File: src/rtl/alu_issue.sv
// Issue stage in front of the combinational ALU: command FIFO, head presented
// to the ALU, result captured in a tagged valid/ready output register.
module alu_issue #(
    parameter int DEPTH = 4
) (
    input  logic                     clk,
    input  logic                     reset,
    input  logic                     in_valid,
    output logic                     in_ready,
    input  logic [2:0]               in_op,
    input  logic [31:0]              in_a,
    input  logic [31:0]              in_b,
    output logic [31:0]              alu_a,
    output logic [31:0]              alu_b,
    output logic [2:0]               alu_op,
    input  logic [31:0]              alu_c,
    output logic                     out_valid,
    input  logic                     out_ready,
    output logic [31:0]              out_c,
    output logic                     out_err,
    output logic [7:0]               out_tag,
    output logic [$clog2(DEPTH):0]   count
);

    localparam int AW = $clog2(DEPTH);
    localparam logic [AW:0]   CAP  = (AW + 1)'(DEPTH);
    localparam logic [AW:0]   CONE = 1;
    localparam logic [AW-1:0] PONE = 1;

    logic [2:0]    op_mem [DEPTH];
    logic [31:0]   a_mem  [DEPTH];
    logic [31:0]   b_mem  [DEPTH];
    logic [AW-1:0] wr_ptr;
    logic [AW-1:0] rd_ptr;
    logic [7:0]    tag_cnt;
    logic          push;
    logic          pop;
    logic          illegal;

    assign in_ready = (count < CAP);
    assign push     = in_valid && in_ready;
    assign pop      = (count != '0) && (!out_valid || out_ready);

    assign alu_a   = a_mem[rd_ptr];
    assign alu_b   = b_mem[rd_ptr];
    assign alu_op  = op_mem[rd_ptr];
    // Ops 6 and 7 are the only encodings with both upper bits set
    assign illegal = alu_op[2] & alu_op[1];

    always_ff @(posedge clk or posedge reset) begin
        if (reset) begin
            for (int i = 0; i < DEPTH; i++) begin
                op_mem[i] <= '0;
                a_mem[i]  <= '0;
                b_mem[i]  <= '0;
            end
        end else if (push) begin
            op_mem[wr_ptr] <= in_op;
            a_mem[wr_ptr]  <= in_a;
            b_mem[wr_ptr]  <= in_b;
        end
    end

    always_ff @(posedge clk or posedge reset) begin
        if (reset) begin
            wr_ptr <= '0;
            rd_ptr <= '0;
            count  <= '0;
        end else begin
            if (push)
                wr_ptr <= wr_ptr + PONE;
            if (pop)
                rd_ptr <= rd_ptr + PONE;
            if (push && !pop)
                count <= count + CONE;
            else if (pop && !push)
                count <= count - CONE;
        end
    end

    always_ff @(posedge clk or posedge reset) begin
        if (reset) begin
            out_valid <= 1'b0;
            out_c     <= '0;
            out_err   <= 1'b0;
            out_tag   <= '0;
            tag_cnt   <= '0;
        end else if (pop) begin
            out_valid <= 1'b1;
            out_c     <= illegal ? 32'd0 : alu_c;
            out_err   <= illegal;
            out_tag   <= tag_cnt;
            tag_cnt   <= tag_cnt + 8'd1;
        end else if (out_valid && out_ready) begin
            out_valid <= 1'b0;
        end
    end

endmodule

File: config.mk
export PLATFORM = sky130hd
export DESIGN_NAME = alu_issue
export DESIGN_NICKNAME = d
export VERILOG_FILES = /design/src/rtl/alu_issue.sv
export SDC_FILE = /design/constraint.sdc
export NUM_CORES = 1
export LEC_CHECK = 0
export ABC_AREA = 1
export CORE_ASPECT_RATIO = 2
export CORE_MARGIN = 4
export CORE_UTILIZATION = 45
export DETAILED_ROUTE_END_ITERATION = 10
export DONT_BUFFER_PORTS = 1
export PLACE_DENSITY = 0.63
export SYNTH_ARGS = -nofsm -noshare
export SYNTH_HDL_FRONTEND = slang
export SYNTH_SLANG_ARGS = --single-unit
export TNS_END_PERCENT = 10
File: constraint.sdc
create_clock -name clk -period 23 [get_ports clk]
set_input_delay 1.15 -clock clk [delete_from_list [all_inputs] [get_ports clk]]
set_output_delay 1.15 -clock clk [all_outputs]
set_load 0.02 [all_outputs]
-- Yosys cells after proc, flatten, opt, wreduce, memory -nomap -nowiden
Index checks and enable logic that the tools add are counted.
- input bits: 103
- word-level logic and storage cells: 66
- bits in registers: 325
- output and inout bits: 113
- $lt $le $gt $ge: 4
- add/sub/neg operators: 5
- bitwise logic cells: 3
- muxes and demuxes: 21
- reductions and logical operators: 13
- operators with widths (operator ; count):
    128-bit bitwise mux ; 2
    32-bit two-way mux ; 6
    32-bit binary-select mux with 2-bit select ; 2
    32-bit demux with 2-bit select ; 1
    3-bit two-way mux ; 5
    12-bit bitwise mux ; 1
    8-bit by 1-bit adder with 8-bit output (second input constant) ; 1
    3-bit binary-select mux with 2-bit select ; 1
    3-bit demux with 2-bit select ; 1
    3-bit greater-or-equal comparator (second input constant) ; 2
    1-bit logical AND ; 6
    2-bit NOT with 3-bit output ; 2
    2-bit by 1-bit adder with 2-bit output (second input constant) ; 2
    2-bit nonzero test ; 2
    3-bit by 1-bit adder with 3-bit output (second input constant) ; 1
    1-bit zero test ; 3
    3-bit by 1-bit < comparator with 1-bit output (second input constant) ; 1
    3-bit < comparator (second input constant) ; 1
    3-bit nonzero test ; 1
    3-bit by 1-bit subtractor with 3-bit output (second input constant) ; 1
    1-bit two-way mux ; 2
    1-bit AND ; 1
    1-bit logical OR ; 1

-- Logic depth before layout (Yosys ltp)
- depth after elaboration: 6
- mapped depth: 11

-- Worst setup path after synthesis
OpenSTA, ideal clock, no wires.
- kind: input port to flip-flop
- from: input out_ready
- to: register count[2]
- path slack: 20253 ps
- data arrival time: 2616 ps
- stages on the path: 11
- data required time: 22869 ps
- path buffers: 2
- path through: inv_1 -> nand2_1 -> nand2_1 -> buf_2 -> buf_2 -> ha_1 -> inv_1 -> fa_1 -> a21oi_1 -> o21ai_0 -> xor2_1
- word-level cells in the longest chain between the ends: 5
- elaborated cells on any way between the ends: 7
- those cells by class: 1 x mux; 6 x reduce/logical
- RTL lines (what ; line ; RTL):
    start, declared ; 18 ; input logic out_ready,
    1-bit logical OR (*) ; 42 ; assign pop = (count != '0) && (!out_valid || out_ready);
    1-bit logical AND (*) ; 42 ;
    1-bit zero test ; 74 ; if (push && !pop)
    1-bit logical AND ; 74 ;
    3-bit two-way mux or 2-bit nonzero test (tied branches) ; - ;
    end signal, assigned ; 75 ; count <= count + CONE;
    end signal, assigned ; 77 ; count <= count - CONE;
    end, declared ; 22 ; output logic [$clog2(DEPTH):0] count
Mark *: on every way between the ends. The rest lies on a longest branch, timed or not.
A chain may end at the register's enable or synchronous reset.

-- Final worst setup path
- from: register rd_ptr[1]
- to: output alu_a[29]
- word-level cells in the longest chain between the ends: 4
- RTL lines (what ; line ; RTL):
    start, declared ; 34 ; logic [AW-1:0] rd_ptr;
    start signal, assigned ; 73 ; rd_ptr <= rd_ptr + PONE;
    2-bit NOT with 3-bit output (not written as such) ; 44 ; assign alu_a = a_mem[rd_ptr];
    32-bit binary-select mux with 2-bit select ; 44 ;
    32-bit two-way mux (not written as such) (2 in series) ; 44 ;
    end, declared ; 13 ; output logic [31:0] alu_a,
Every way passes these cells. The select of a mux whose other input is x is not followed.

==> qor.txt <==
status: complete, no violations
largest net degree at the start of global routing: 136
Die Wd: 134 um
Max Fclk: 228 MHz
dpl hpwl: 21.7 mm
post-route DRC violation count: 0
Power Density: 163 nW/um^2
first-pass GRT wire length: 56.6 mm
mux share of post-synthesis cell area: 0.0789%
IO Count: 216
effective utilization at floorplan: 45.4%
Max Cap Viol: 0
Post-Synth XOR/XNOR Area: 0.430%
Tcrit/Tclk final: 19.0%
Compound-Gate Fraction of Synth Area: 17.2%
Synth-to-Final Area Change: 6.08%
prevailing post-synth register cell: dfrtp_1
RePlAce Congestion: 0.774
Mapped Area: 14,300 um^2
Pre-Repair DR Iteration Count: 5
Clock Tree Buf Depth: 3
hold_buf cts: 0
leading area contributor after synthesis: dfrtp_1
Worst-path clk slew: 0.07 ns
vias per cell: 5.31
cell with the most instances after synthesis: nand2_1
Synth async-reset ratio: 100%
hold depth: 2
Synth Area in Adders: 0.666%
post-CTS setup buffer count: 0
Mapped Cells: 1,589
Core Rows: 92
total grt overflow: 0
slowest CP cell: inv_2
register area share after synthesis: 57.0%
Die H: 260 um
Worst EP required: 21.85 ns
CORE AREA: 31,400 um^2
Slew @ Worst Pin: 1.34 ns
startpoint types: flip-flop
slowest stage delay, CP: 1.07 ns
Filler cells: 3,024
VDD IR max: 0.0000870 V
Netlist cell types: 28
R2R Path Start: rd_ptr[1]
crit path max fanout: 69
Final Skew: 0.0104 ns
Post-CTS Resized: 0
ranking of synthesized cells by area: dfrtp_1 57%, nand2_1 9.9%, o21ai_0 9.2%
area share of the largest cell type after synthesis: 57.0%
CTS sink count: 325
total power: 2.47 mW
H-tree depth: 1
Post-Place Cells: 1,910
Commonest cells post-synth: 378 x nand2_1, 325 x dfrtp_1, 263 x o21ai_0, 146 x o21ai_1, 135 x nor2_1
endpoint class of the critical path: primary output
# setup viols final: 0
Hold Fails Final Rpt: 0
Hold Path End: b_mem[34]
initial antenna violation count: 1
drt wl/cell: 17.6 um
Rel. slew slack: 10.8%
hold path startpoint: b_mem[34]
syn avg cell area: 8.98 um^2
die area: 34,800 um^2
FF-to-FF setup slack: 20.00 ns
Yosys reg bits: 325
critical path class: flip-flop to primary output
via count: 10,400
vias in the first global route: 10,800
Post-Synth Simple-Gate Area: 16.8%
Initial DRC Count: 497
crit-path cells: buf_4 -> inv_2 -> o21ai_0 -> o22ai_1
Hold Crit Class: flip-flop to flip-flop
Worst EP arrival: 3.23 ns
Pleak: 7.27 nW
Reg2Reg Depth: 6
unrepaired setup endpoints after global routing: false
crit path time final: 4.38 ns
Clk Tree Root Cell: clkbuf_16
largest family of logic cells by synthesized area: compound AO/OA/AOI/OAI gates
Port Buffer Count: 0
Nets: 1,628
DRT Wirelength: 34.5 mm
post-route ant nets: 0
EDFF count, synth: 0
pre-CTS setup slack: 19.15 ns
worst-skew pair later-pin latency: 0.55 ns
layout cells sized above 1: 7.21%
Post-Route Setup TNS: 0 ns
Syn. warnings: 0
fin cells: 1,963
worst r2r dst: out_err
syn_nets: 1,699
final setup slack of the worst path: 18.62 ns
fin. max-slew vios: 0
CTS tree: yes
Total Routing Usage GR: 20.1%
Num CTS Buffers: 29
[cell usage in the layout (no fill, tap or decap)]
master,instances
inv_6,2
o22ai_1,65
nand3_1,9
clkinvlp_4,3
mux2_2,1
nor2_2,1
inv_8,1
xnor2_1,1
o21ai_0,263
nand2_2,4
nor2_1,135
dfrtp_1,323
clkbuf_16,29
nand2_1,377
fa_1,1
a21oi_1,1
o21ai_1,146
bufinv_16,3
dfrtp_2,1
clkbuf_8,9
xor2_1,6
nand2_4,6
inv_1,90
nor3_1,1
clkinv_2,6
ha_1,6
dfrtp_4,1
nand3_2,31
nand4_1,2
diode_2,1
clkbuf_1,2
inv_2,3
buf_4,10
[worst max-delay path, delay by kind of cell, from the launching register on]
family | cells | cell delay, ns
buffers and inverters | 2 | 1.41
DFF | 1 | 0.39
AOI/OAI and AO/OA | 2 | 0.84
[flip-flops by register name, summed over array words and instances, names as in the netlist]
name and count:
a_mem 128, tag_cnt 8, out_err 1, rd_ptr 2, wr_ptr 2, b_mem 128
count 3, op_mem 12, out_tag 8, out_valid 1, out_c 32
[layer usage]
layer	wire length [um]	global-route usage (%)	part of all wire (%)	vias up
met1	13400	23.5	39	4997
met3	1780	3.45	5.1	65
met4	1260	8.24	3.7	0
met2	18100	36.1	52	295
met5	0	0	0	-
li1	-	-	-	5073
[area by class of cell]
| cell class | count | area (um^2) | share of cell area [%] |
|---|---|---|---|
| Antenna cell | 1 | 2.50 | 0.0165 |
| Clock buffer | 40 | 857 | 5.66 |
| Clock inverter | 12 | 143 | 0.942 |
| Inverter | 96 | 378 | 2.50 |
| Multi-Input combinational cell | 1056 | 5020 | 33.2 |
| Sequential cell | 325 | 8140 | 53.7 |
| Tap cell | 423 | 529 | 3.50 |
| Timing Repair Buffer | 10 | 75.1 | 0.496 |
[logic make-up after synthesis]
family,Yosys count
multiplexers,1
AO/OA/AOI/OAI,475
XOR/XNOR,7
flip-flops,325
AND/OR/NAND/NOR,566
buffers and inverters,208
adder cells (fa/ha/maj),7
[how the worst max path moves through the flow]
stage	endpoint	from	cells after the start	slack, ns
CTS	alu_a[27]	rd_ptr[1]	4	18.53
global route	alu_a[2]	rd_ptr[1]	4	18.36
detailed placement	alu_a[27]	rd_ptr[1]	4	19.15
global placement	alu_a[27]	rd_ptr[1]	4	19.18
finish	alu_a[29]	rd_ptr[1]	4	18.62
floorplan	a_mem[0]	reset	1	12.85
[power breakdown]
group          internal [mW]  switching, mW  total [mW]
combinational          0.266          0.660       0.926
sequential             0.829          0.209        1.04
clock                  0.293          0.215       0.508
[metrics by stage]
stage          hold slack (ns)  cell area, um^2  util, %
6_report                 0.481            15100     48.2
5_1_grt                  0.503            15100     48.2
4_1_cts                  0.485            15100     48.2
3_5_place_dp             0.469            14100     45.0
3_3_place_gp             0.461            14100     45.0
2_1_floorplan            0.448            14300        -
Note: power is estimated with default switching activity, not from simulation.
